===== src/rtl/stepper_move_controller.sv =====
// Counted, abortable stepper move sequencer driving STEP/DIR/ENABLE with programmable timing.
// Define STEPPER_RAMP_EN to add a symmetric linear speed ramp at the start and end of each move.
module stepper_move_controller #(
  parameter int unsigned PERIOD_MIN = 20000,
  parameter int unsigned PERIOD_MAX = 100000,
  parameter int unsigned RAMP_DEC   = 500,
  parameter int unsigned PULSE_W    = 100,
  parameter int unsigned DIR_SETUP  = 50
) (
  input  logic        clk,
  input  logic        reset_reset_n,
  input  logic        cmd_valid,
  output logic        cmd_ready,
  input  logic [15:0] cmd_steps,
  input  logic        cmd_dir,
  input  logic        abort,
  output logic        step,
  output logic        dir,
  output logic        motor_en,
  output logic        busy,
  output logic        done,
  output logic        aborted,
  output logic [15:0] steps_left
);

  localparam logic [31:0] P_MIN = 32'(PERIOD_MIN);
  localparam logic [31:0] PW    = 32'(PULSE_W);
  localparam logic [31:0] DS    = 32'(DIR_SETUP);

  if (PERIOD_MIN <= PULSE_W || PERIOD_MAX < PERIOD_MIN || DIR_SETUP < 1 ||
      PULSE_W < 1 || RAMP_DEC < 1) begin : g_bad_cfg
    $error("stepper_move_controller: inconsistent timing parameters");
  end

  typedef enum logic [2:0] {IDLE, SETUP, HIGH, LOW, DONE} state_e;

  state_e      state_q;
  logic [31:0] cnt_q;
  logic [15:0] steps_q;
  logic        step_q, dir_q, busy_q, done_q, aborted_q, abort_pend_q;
  logic [31:0] period_cur;

`ifdef STEPPER_RAMP_EN
  localparam logic [31:0] P_MAX = 32'(PERIOD_MAX);
  localparam logic [31:0] DEC   = 32'(RAMP_DEC);

  logic [31:0] period_q, period_next;
  logic [15:0] accel_q;
  logic        accel_inc;

  // Decelerate once the steps remaining after this rise fit inside the ramp-up length.
  always_comb begin
    period_next = period_q;
    accel_inc   = 1'b0;
    if (16'(steps_q - 16'd1) <= accel_q) begin
      period_next = (P_MAX - period_q <= DEC) ? P_MAX : period_q + DEC;
    end else if (period_q > P_MIN) begin
      period_next = (period_q - P_MIN <= DEC) ? P_MIN : period_q - DEC;
      accel_inc   = 1'b1;
    end
  end

  assign period_cur = period_q;
`else
  assign period_cur = P_MIN;
`endif

  // NOTE: every register here is updated with <= so all of them see pre-edge values.
  always_ff @(posedge clk or negedge reset_reset_n) begin
    if (!reset_reset_n) begin
      state_q      <= IDLE;
      cnt_q        <= '0;
      steps_q      <= '0;
      step_q       <= 1'b0;
      dir_q        <= 1'b0;
      busy_q       <= 1'b0;
      done_q       <= 1'b0;
      aborted_q    <= 1'b0;
      abort_pend_q <= 1'b0;
`ifdef STEPPER_RAMP_EN
      period_q     <= '0;
      accel_q      <= '0;
`endif
    end else begin
      case (state_q)
        IDLE: begin
          if (cmd_valid) begin
            state_q      <= SETUP;
            dir_q        <= cmd_dir;
            steps_q      <= cmd_steps;
            busy_q       <= 1'b1;
            cnt_q        <= DS - 32'd1;
            abort_pend_q <= 1'b0;
`ifdef STEPPER_RAMP_EN
            period_q     <= P_MAX;
            accel_q      <= '0;
`endif
          end
        end
        SETUP: begin
          if (abort || steps_q == '0) begin
            state_q   <= DONE;
            done_q    <= 1'b1;
            aborted_q <= abort;
            busy_q    <= 1'b0;
          end else if (cnt_q == '0) begin
            state_q <= HIGH;
            step_q  <= 1'b1;
            steps_q <= steps_q - 16'd1;
            cnt_q   <= PW - 32'd1;
          end else begin
            cnt_q <= cnt_q - 32'd1;
          end
        end
        HIGH: begin
          // An abort seen mid-pulse is remembered; the pulse always completes.
          if (cnt_q == '0) begin
            step_q <= 1'b0;
            if (abort || abort_pend_q) begin
              state_q   <= DONE;
              done_q    <= 1'b1;
              aborted_q <= 1'b1;
              busy_q    <= 1'b0;
            end else begin
              state_q <= LOW;
              cnt_q   <= period_cur - PW - 32'd1;
            end
          end else begin
            cnt_q <= cnt_q - 32'd1;
            if (abort) abort_pend_q <= 1'b1;
          end
        end
        LOW: begin
          if (abort || (cnt_q == '0 && steps_q == '0)) begin
            state_q   <= DONE;
            done_q    <= 1'b1;
            aborted_q <= abort;
            busy_q    <= 1'b0;
          end else if (cnt_q == '0) begin
            state_q <= HIGH;
            step_q  <= 1'b1;
            steps_q <= steps_q - 16'd1;
            cnt_q   <= PW - 32'd1;
`ifdef STEPPER_RAMP_EN
            period_q <= period_next;
            accel_q  <= 16'(accel_q + {15'd0, accel_inc});
`endif
          end else begin
            cnt_q <= cnt_q - 32'd1;
          end
        end
        DONE: begin
          state_q   <= IDLE;
          done_q    <= 1'b0;
          aborted_q <= 1'b0;
        end
        default: state_q <= IDLE;
      endcase
    end
  end

  assign cmd_ready  = reset_reset_n && (state_q == IDLE);
  assign step       = step_q;
  assign dir        = dir_q;
  assign motor_en   = busy_q;
  assign busy       = busy_q;
  assign done       = done_q;
  assign aborted    = aborted_q;
  assign steps_left = steps_q;

endmodule


===== config.mk =====
export PLATFORM = sky130hd
export DESIGN_NAME = stepper_move_controller
export DESIGN_NICKNAME = d
export VERILOG_FILES = /design/src/rtl/stepper_move_controller.sv
export SDC_FILE = /design/constraint.sdc
export NUM_CORES = 1
export LEC_CHECK = 0
export BUFFER_PORTS_ARGS = -buffer_cell sky130_fd_sc_hd__buf_2
export CORE_ASPECT_RATIO = 1.4
export CORE_UTILIZATION = 58
export CTS_CLUSTER_DIAMETER = 50
export DETAILED_ROUTE_END_ITERATION = 10
export PLACE_DENSITY = 0.91
export SYNTH_ARGS = -nofsm -noshare
export SYNTH_HDL_FRONTEND = slang
export SYNTH_SLANG_ARGS = --single-unit

===== constraint.sdc =====
create_clock -name clk -period 3.1 [get_ports clk]
set_input_delay 0.465 -clock clk [delete_from_list [all_inputs] [get_ports clk]]
set_output_delay 0.465 -clock clk [all_outputs]
set_load 0.05 [all_outputs]

Word-level counts from Yosys, hierarchy flattened

Cells that the tools add are included.

Register bits after elaboration: 57
Output and inout bits: 23
Logic and storage cells: 88

$add $sub $neg: 2
Equal/unequal tests: 14
Mux-type cells: 42
Reduce and logical (&&, ||, !) cells: 21

Operators by type and width:

| cell                                                                   | number |
|---|---|
| 32-bit 2-to-1 mux                                                      | 6 |
| 32-bit case mux with 4 select lines                                    | 1 |
| 16-bit 2-to-1 mux                                                      | 4 |
| 16-bit case mux with 3 select lines                                    | 1 |
| 32-bit logical NOT                                                     | 1 |
| 32-bit by 1-bit subtractor with 32-bit output (second input constant)  | 1 |
| 1-bit 2-to-1 mux                                                       | 18 |
| 3-bit 2-to-1 mux                                                       | 6 |
| 2-bit inequality test (second input constant)                          | 9 |
| 16-bit logical NOT                                                     | 1 |
| 16-bit by 1-bit subtractor with 16-bit output (second input constant)  | 1 |
| 1-bit case mux with 4 select lines                                     | 3 |
| 3-bit case mux with 4 select lines                                     | 1 |
| 4-bit AND reduction                                                    | 3 |
| 5-bit AND reduction                                                    | 2 |
| 4-bit nonzero test                                                     | 2 |
| 3-bit by 2-bit equality test with 1-bit output (second input constant) | 2 |
| 6-bit AND reduction                                                    | 1 |
| 3-bit nonzero test                                                     | 2 |
| 2-bit AND reduction                                                    | 2 |
| 3-bit by 1-bit equality test with 1-bit output (second input constant) | 1 |
| 3-bit equality test (second input constant)                            | 1 |
| 3-bit logical NOT                                                      | 1 |
| 1-bit logical OR                                                       | 3 |
| other kinds (5)                                                        | 6 |

Depth between registers and ports, before layout

Gate-level depths: netlist of run 1.

Word-level depth: 5
Mapped depth: 11
Depth with buffers taken out: 8

Least setup slack after synthesis of run 1

Ideal clock, no wire load.

Path type: register to register
Start: register steps_q[0] (netlist: steps_left[0])
End: register cnt_q[4]
Data arrival time: 2.935 ns
Required time: 2.974 ns
Path slack: 0.039 ns
Cell stages (with the launch flop): 10
Buffers on the path: 1
Cell sequence: dfrtp_1 -> inv_1 -> ha_1 -> or4b_1 -> nor4_1 -> a31oi_1 -> a32oi_4 -> buf_6 -> nor2_1 -> o32a_1

Word-level cells in the longest chain between the ends: 5

Ends and longest elaborated chain:

| what                                   | line     | source |
|---|---|---|
| start: declaration                     | 39       | `logic [15:0] steps_q;` |
| start signal: assignment               | 90       | `steps_q <= cmd_steps;` |
| start signal: assignment               | 109      | `steps_q <= steps_q - 16'd1;` |
| start signal: assignment               | 142      | `steps_q <= steps_q - 16'd1;` |
| 16-bit logical NOT *                   | 101, 134 |  |
| 1-bit logical AND                      | 134      | `if (abort \|\| (cnt_q == '0 && steps_q == '0)) begin` |
| 1-bit logical OR                       | 134      |  |
| 2-bit inequality test (no source line) | -        |  |
| 5-bit AND reduction (no source line) * | -        |  |
| end signal: assignment                 | 129      | `cnt_q <= cnt_q - 32'd1;` |
| end signal: assignment                 | 143      | `cnt_q <= PW - 32'd1;` |
| end signal: assignment                 | 149      | `cnt_q <= cnt_q - 32'd1;` |
| end: declaration                       | 38       | `logic [31:0] cnt_q;` |

Mark *: on every way between the ends. The rest lies on a longest branch, timed or not.
A chain may end at the register's enable or synchronous reset.

Final worst setup path of run 1

Start: register cnt_q[25]
End: register cnt_q[5]

Word-level cells in the longest chain between the ends: 5

Ends and longest elaborated chain:

| what                                   | line | source |
|---|---|---|
| start signal: assignment               | 92   | `cnt_q <= DS - 32'd1;` |
| start signal: assignment               | 110  | `cnt_q <= PW - 32'd1;` |
| start signal: assignment               | 112  | `cnt_q <= cnt_q - 32'd1;` |
| 32-bit logical NOT *                   | -    |  |
| 1-bit logical AND                      | 134  |  |
| 1-bit logical OR                       | 134  |  |
| 2-bit inequality test (no source line) | -    |  |
| 5-bit AND reduction (no source line)   | -    |  |

Mark *: on every way between the ends. The rest lies on a longest branch, timed or not. The select of a mux whose other input is x is not followed.

==> impl_results.md, run 1 <==
* PwrDens at 939 nW/um2
* Count of pins over their slew limit at 0
* Share of layout cells above drive strength 1 at 0.182
* Worst reg-to-reg setup slack at 110 ps
* Synthesized flop and latch total at 57
* EDFF count, synth at 0
* Combinational share of power at 0.505
* Synth warnings at 0
* Vias per cell at 6.61
* Net Sw Power at 1.82 mW
* TritonRoute pass-1 iters at 6
* Peak VDD IR at 0.800 mV
* Initial core utilization at 0.613
* Largest net degree at the start of global routing at 58
* Flop pwr share at 0.297
* Max Root-Sink Buffers at 2
* Cell internal pwr at 1.94 mW
* Gpl congestion at 0.884
* Antenna Cells at 0
* Final setup vio count at 0
* Net count, final at 488
* Startpoint type of the worst setup path: flop
* Worst EP required at 3330 ps
* FMAX at 335 MHz
* Routed WL at 9150 um
* Design area at 4000 um2
* Core area at 5650 um2
* Synthesized area at 3460 um2
* Syn nets at 444
* Setup CP Type: reg2reg
* Clk_lat worst skew at 350 ps
* Layout area overhead at 15.7%
* RSZ-0062 raised after global routing: no
* Clk pwr share at 0.198
* Top cell type by total area after synthesis: dfrtp_1
* Row cnt at 32
* CTS sink count at 57
* Synth top area share at 0.412
* Tcrit/Tclk final at 0.963
* Most frequent cells in the layout: dfrtp_1 (57), nor2_1 (54), o21ai_0 (46)
* Fin Setup TNS at 0 ps
* Critical path endpoint category: flop
* First-pass GRT wire length at 15700 um
* Die area at 6280 um2
* Ys flop type: dfrtp_1
* Synth cell types at 53
* Drt wl/cell at 17.1 um
* Final Critical Period at 2990 ps
* Clock slew at reported path FFs at 60 ps
* Die W at 67.3 um
* Outcome: completed
* Post-DP HPWL at 6340 um
* Commonest non-fill, non-tap cell in the layout: dfrtp_1
* DP Area at 3790 um2
* Overall global routing resource usage at 0.329
* Min-delay worst type: in2async
* I/O pin count at 44
* MaxCap Viol Count at 0
* Synth top area cells: dfrtp_1 (41%), o21ai_0 (6.7%), nor2_1 (5.9%)
* Global route overflow at 0
* Final ANT Viol Nets at 0
* RR Startpoint: cnt_q[25]$_DFFE_PN0P_
* FF-to-FF End: cnt_q[5]$_DFFE_PN0P_
* Root buffer cell: clkbuf_8
* CTS H-tree lvls at 3
* Sw frac at 0.484
* Relative slew slack at 0.517
* Drt drc at 0
* Least-Margin Pin Slew at 724 ps
* Hold Buf Count CTS at 0
* Post-CTS Setup Bufs at 0
* Max FO, Critical Path at 36
* Ys async rst share at 1.00
* DRT iter0 DRCs at 305
* Initial antenna violation count at 0
* Register area share after synthesis at 0.412
* Worst Path Arrival at 3220 ps
* Post-route clock skew at 10.8 ps
* Standby leakage power at 1.72 nW
* Mean Syn Cell Area at 8.24 um2
* Vias after detailed routing at 3545
* Fin. Hold Viols at 0
* Total CTS buffers at 9
* Chip height at 93.4 um
* Reg2reg path depth at 7
* Post_cts resized at 0
* Input/output buffers at 43
* Number of global-route vias before repair at 3539
* Mapped Cells at 420
* CTS tree: done
power by group through the flow:
| stage | sequential (mW) | combinational [mW] | clock, mW |
|---|---|---|---|
| after floorplan | 1.45 | 1.04 | 0 |
| after global placement | 1.11 | 1.82 | 0 |
| after detailed placement | 1.12 | 1.87 | 0 |
| after CTS | 1.11 | 1.88 | 0.754 |
| after global routing | 1.14 | 2.04 | 0.785 |
| final | 1.12 | 1.90 | 0.746 |
cell type report:
| type | count | area (um2) |
|---|---|---|
| fillers | 392 | 1640 |
| inverters | 9 | 33.8 |
| flip-flops and latches | 57 | 1430 |
| clock buffers | 13 | 179 |
| multi-input cells | 326 | 1880 |
| clock inverters | 2 | 35.0 |
| repair buffers | 61 | 363 |
| well taps | 68 | 85.1 |
flip-flops by register name, indices dropped and copies added, names as in the netlist:
register,cells
aborted,1
step,1
state_q,3
abort_pend_q,1
done,1
cnt_q,32
dir,1
busy,1
steps_left,16
layer usage:
metal	share of wire	global-route usage	vias up
met1	0.40	0.382	1705
met5	0	0	-
met4	0.036	0.225	0
met3	0.051	0.0622	29
met2	0.52	0.533	147
li1	-	-	1664
synthesized netlist by cell type, types with 3 or more instances:
| library cell | count |
|---|---|
| nand2b_1 | 4 |
| a31oi_1 | 11 |
| nand4_1 | 3 |
| o21ai_0 | 46 |
| or4_1 | 7 |
| a21o_1 | 4 |
| buf_4 | 3 |
| o311ai_0 | 5 |
| inv_1 | 8 |
| nand3_1 | 4 |
| clkbuf_1 | 21 |
| or3_1 | 8 |
| nor3_1 | 26 |
| o21ai_1 | 4 |
| nand2_1 | 39 |
| dfrtp_1 | 57 |
| or2_2 | 3 |
| nor2_1 | 54 |
| a21oi_1 | 23 |
| nor4_1 | 17 |
| o22ai_1 | 3 |
| o41ai_1 | 4 |
| o31ai_1 | 7 |
| a22oi_1 | 4 |
| ha_1 | 3 |
| o22a_1 | 6 |
| a211oi_1 | 8 |
| buf_2 | 3 |
cells by family after synthesis:
logic type | count (synthesis) | share of synthesized area
AOI/OAI and AO/OA | 141 | 0.264
adders and majority gates | 3 | 0.0109
and+or+nand+nor | 179 | 0.257
muxes | 3 | 0.00904
DFF | 57 | 0.412
buffers and inverters | 37 | 0.0467
per-stage QoR:
stage / util / hold WS, ps / setup slack [ps] / std cells / power [mW]
finish: 0.709 / 348 / 115 / 536 / 3.76
global route: 0.709 / 347 / 8.06 / 536 / 3.97
CTS: 0.709 / 345 / 133 / 536 / 3.74
detailed placement: 0.671 / 482 / 137 / 521 / 2.99
global placement: 0.671 / 462 / 201 / 521 / 2.93
floorplan: - / 169 / 38.8 / 420 / 2.50
worst max-delay path by stage:
stage | startpoint | endpoint | slack [ps] | depth (start not counted)
after floorplan | steps_left[0]$_DFFE_PN0P_ | cnt_q[4]$_DFFE_PN0P_ | 40 | 9
after global placement | cnt_q[25]$_DFFE_PN0P_ | cnt_q[5]$_DFFE_PN0P_ | 200 | 7
after detailed placement | cnt_q[25]$_DFFE_PN0P_ | cnt_q[5]$_DFFE_PN0P_ | 140 | 7
after CTS | cnt_q[25]$_DFFE_PN0P_ | cnt_q[8]$_DFFE_PN0P_ | 130 | 7
after global routing | cnt_q[25]$_DFFE_PN0P_ | cnt_q[5]$_DFFE_PN0P_ | 8 | 7
final | cnt_q[25]$_DFFE_PN0P_ | cnt_q[5]$_DFFE_PN0P_ | 110 | 7
critical path, cell delays in order, from the launching register on:
cell     delay [ps]
dfrtp_1         420
or4_4           530
or4_4           450
or4_1           670
a32oi_4         320
buf_12          220
a21oi_1          60
o22a_1          200
Power figures use the tool's default switching activity.
==> run 2: changes to the inputs <==
Settings changed: CORE_MARGIN set to 2.
==> impl_results.md, run 2 (synthesis gave the netlist of run 1 again) <==
* Outcome: completed
* Worst Path Arrival at 3230 ps
* Initial core utilization at 0.594
* Overall global routing resource usage at 0.304
* Vias per cell at 6.81
* Crit. Startpoint: steps_left[0]$_DFFE_PN0P_
* TritonRoute pass-1 iters at 6
* First-pass GRT wire length at 16100 um
* Largest register FFs at 32
* I/O pin count at 44
* Total CTS buffers at 9
* Fin Setup TNS at 0 ps
* Final setup vio count at 0
* Net count, final at 488
* Worst reg-to-reg setup slack at 120 ps
* Count of pins over their slew limit at 0
* Utilization after layout at 0.686
* Min-delay worst type: in2async
* Layout area overhead at 15.5%
* Standby leakage power at 1.71 nW
* RR Startpoint: steps_left[0]$_DFFE_PN0P_
* Setup CP Type: reg2reg
* Root buffer cell: clkbuf_8
* Largest net degree at the start of global routing at 58
* MaxCap Viol Count at 0
* Peak VDD IR at 0.719 mV
* Routed WL at 9480 um
* Clock slew at reported path FFs at 80 ps
* Post-route clock skew at 12.2 ps
* Core area at 5820 um2
* Critical path endpoint category: flop
* CTS H-tree lvls at 3
* Biggest register: cnt_q
* FMAX at 336 MHz
* Final ANT Viol Nets at 0
* Max Root-Sink Buffers at 2
* Number of global-route vias before repair at 3525
* RSZ-0062 raised after global routing: no
* Share of layout cells above drive strength 1 at 0.188
* Drt drc at 0
* PwrDens at 940 nW/um2
* Post-DP HPWL at 6300 um
* Row cnt at 33
* Clk_lat worst skew at 360 ps
* Chip height at 95.4 um
* Fin. Hold Viols at 0
* Most frequent cells in the layout: dfrtp_1 (57), nor2_1 (54), o21ai_0 (46)
* Input/output buffers at 43
* Drt wl/cell at 17.6 um
* Final Critical Period at 2980 ps
* Commonest non-fill, non-tap cell in the layout: dfrtp_1
* Die W at 69.3 um
* Startpoint type of the worst setup path: flop
* Die area at 6610 um2
* DRT iter0 DRCs at 381
* Max FO, Critical Path at 36
* Gpl congestion at 0.891
* Least-Margin Pin Slew at 738 ps
* CTS sink count at 57
* Tcrit/Tclk final at 0.961
* Worst EP required at 3350 ps
* # fillers at 431
* Relative slew slack at 0.508
* Antenna Cells at 0
* Global route overflow at 0
* CTS tree: done
* Vias after detailed routing at 3670
* Initial antenna violation count at 0
## run 2: worst max-delay path: stages (launching register included)
cell	delay (ps)
dfrtp_1	390
inv_1	100
ha_1	220
or4b_1	570
or3_1	440
or3_1	440
a32oi_4	200
buf_12	220
a21oi_1	80
o22a_1	210
## run 2: final timing paths
kind,endpoint,depth (start not counted)
max,cnt_q[5]$_DFFE_PN0P_,9
min,cnt_q[28]$_DFFE_PN0P_,2
max reg2reg,cnt_q[5]$_DFFE_PN0P_,9
min reg2reg,done$_DFFE_PN0P_,1
max in group asynchronous,step$_DFFE_PN0P_,2
min in group clk,dir$_DFFE_PN0P_,2
## run 2: through the flow
stage | cell area [um2] | power, mW | hold slack [ps] | worst slack (ps) | cells
6_report | 4000 | 3.76 | 321 | 120 | 539
3_5_place_dp | 3790 | 3.01 | 466 | 56.3 | 523
5_1_grt | 4000 | 3.95 | 349 | 54.7 | 539
4_1_cts | 3990 | 3.72 | 357 | 54.3 | 539
3_3_place_gp | 3790 | 2.94 | 462 | 121 | 523
2_1_floorplan | 3460 | 2.50 | 169 | 38.8 | 420
## run 2: area by class of cell
class	instances	area [um2]	share of cell area
multi-input cells	326	1890	0.473
flip-flops and latches	57	1430	0.357
repair buffers	61	363	0.0908
clock buffers	10	138	0.0344
well taps	70	87.6	0.0219
clock inverters	6	57.6	0.0144
inverters	9	33.8	0.00845
## run 2: layer usage
layer / wire (um) / GRT usage / part of all wire / vias up
met5: 0 / 0 / 0 / -
met4: 339 / 0.155 / 0.036 / 0
met3: 682 / 0.0677 / 0.072 / 51
met2: 4950 / 0.535 / 0.52 / 217
met1: 3510 / 0.347 / 0.37 / 1734
li1: - / - / - / 1668
## run 2: timing repair
| action | CTS | global route |
|---|---|---|
| setup endpoints to repair | 0 | 14 |
| hold buffers | 0 | 0 |
| gates resized for setup | 0 | 2 |
| setup buffers | 0 | 0 |
## run 2: power by group
part / switching [mW] / total [mW] / leakage (nW) / internal (mW)
sequential: 0.225 / 1.13 / 0.716 / 0.902
clock: 0.319 / 0.705 / 0.102 / 0.387
combinational: 1.34 / 1.92 / 0.897 / 0.585
==> run 3: changes to the inputs <==
Settings changed: CAP_MARGIN set to 15, CORE_UTILIZATION 58 to 50, PLACE_DENSITY 0.91 to 0.81.
==> impl_results.md, run 3 (synthesis gave the netlist of run 1 again) <==
* Outcome: completed
* Initial antenna violation count at 0
* Row cnt at 35
* Largest net degree at the start of global routing at 58
* Commonest non-fill, non-tap cell in the layout: dfrtp_1
* Share of layout cells above drive strength 1 at 0.178
* Vias per cell at 6.29
* RR Startpoint: cnt_q[24]$_DFFE_PN0P_
* Relative slew slack at 0.507
* Least-Margin Pin Slew at 740 ps
* Largest register FFs at 32
* Max Root-Sink Buffers at 2
* DP Area at 3810 um2
* Startpoint type of the worst setup path: flop
* CTS H-tree lvls at 3
* Peak VDD IR at 0.904 mV
* Max FO, Critical Path at 36
* Most frequent cells in the layout: dfrtp_1 (57), nor2_1 (54), o21ai_0 (46)
* Die area at 7610 um2
* Gpl congestion at 0.894
* FMAX at 334 MHz
* Fin Setup TNS at 0 ps
* Worst EP required at 3330 ps
* Post-DP HPWL at 6330 um
* Total CTS buffers at 9
* Tcrit/Tclk final at 0.965
* Crit. Startpoint: cnt_q[24]$_DFFE_PN0P_
* Final ANT Viol Nets at 0
* Drt wl/cell at 16.7 um
* Antenna Cells at 0
* Post-route clock skew at 9.77 ps
* Die W at 74.3 um
* Design area at 4000 um2
* Clock slew at reported path FFs at 70 ps
* Routed WL at 9310 um
* Layout area overhead at 15.5%
* MaxCap Viol Count at 0
* Worst Path Arrival at 3220 ps
* Final Critical Period at 2990 ps
* Net count, final at 485
* I/O pin count at 44
* Min-delay worst type: in2async
* Final setup vio count at 0
* Count of pins over their slew limit at 0
* Global route overflow at 0
* First-pass GRT wire length at 16000 um
* CTS sink count at 57
* Input/output buffers at 43
* CTS tree: done
* Overall global routing resource usage at 0.268
* Fin. Hold Viols at 0
* Hold Buf Count CTS at 0
* Setup CP Type: reg2reg
* Chip height at 102 um
* Initial core utilization at 0.520
* Vias after detailed routing at 3503
* DRT iter0 DRCs at 310
* TritonRoute pass-1 iters at 5
* RSZ-0062 raised after global routing: no
* Clk_lat worst skew at 350 ps
* Critical path endpoint category: flop
* Drt drc at 0
* Core area at 6660 um2
* Biggest register: cnt_q
* Number of global-route vias before repair at 3472
* Post-CTS Setup Bufs at 0
* Root buffer cell: clkbuf_8
* Standby leakage power at 1.69 nW
* Worst reg-to-reg setup slack at 110 ps
* PwrDens at 919 nW/um2
==> run 3: changes by cell type in the layout (fill, tap and decap cells not counted), sizes merged <==
cell	before	now
buf	61	58
clkbuf	10	12
bufinv	1	0
clkinv	4	3
clkinvlp	1	0
==> run 3: final cells by class <==
cell class	count	area [um2]
sequential	57	1430
clock inverter	3	15.0
fill	604	2660
inverter	9	33.8
multi-input combinational	326	1890
clock buffer	12	165
tap	92	115
timing repair buffer	58	353
==> run 3: layer usage <==
metal | GRT usage | wire [um] | part of all wire | vias to the layer above
li1 | - | - | - | 1658
met2 | 0.468 | 4900 | 0.53 | 120
met1 | 0.309 | 3720 | 0.40 | 1704
met3 | 0.0493 | 475 | 0.051 | 21
met4 | 0.133 | 220 | 0.024 | 0
met5 | 0 | 0 | 0 | -
==> run 3: per-stage QoR <==
step | hold slack, ps | instances | util | power, mW | worst slack [ps]
after floorplan | 169 | 420 | - | 2.50 | 38.8
after global placement | 462 | 542 | 0.572 | 2.95 | 233
after detailed placement | 470 | 542 | 0.572 | 3.01 | 160
after CTS | 353 | 557 | 0.599 | 3.65 | 139
after global routing | 356 | 557 | 0.600 | 3.89 | 0.583
final | 355 | 557 | 0.600 | 3.67 | 110
==> run 3: critical path, stage by stage (launching register included) <==
cell and delay (ps):
dfrtp_1 450, or4_4 570, or4_4 470, or4_1 610, a32oi_4 290, buf_12 220, nor2_1 80, o22a_1 180
==> run 3: path summary, 6_finish.rpt <==
| path | cells after the start | to |
|---|---|---|
| setup / recovery | 7 | cnt_q[11]$_DFFE_PN0P_ |
| hold reg to reg | 1 | done$_DFFE_PN0P_ |
| setup reg to reg | 7 | cnt_q[11]$_DFFE_PN0P_ |
| max in group asynchronous | 2 | dir$_DFFE_PN0P_ |
| min in group clk | 2 | dir$_DFFE_PN0P_ |
| hold / removal | 2 | cnt_q[16]$_DFFE_PN0P_ |
==> run 3: where the power goes <==
part | switching (mW) | internal [mW] | total, mW
clock | 0.306 | 0.347 | 0.653
combinational | 1.32 | 0.578 | 1.89
sequential | 0.221 | 0.903 | 1.12
total | 1.84 | 1.83 | 3.67
==> run 3: repair_timing <==
item                                    4_1_cts  5_1_grt
gates resized for setup                       0        1
endpoints found under the hold margin         0        0
endpoints found under the setup margin        0       11
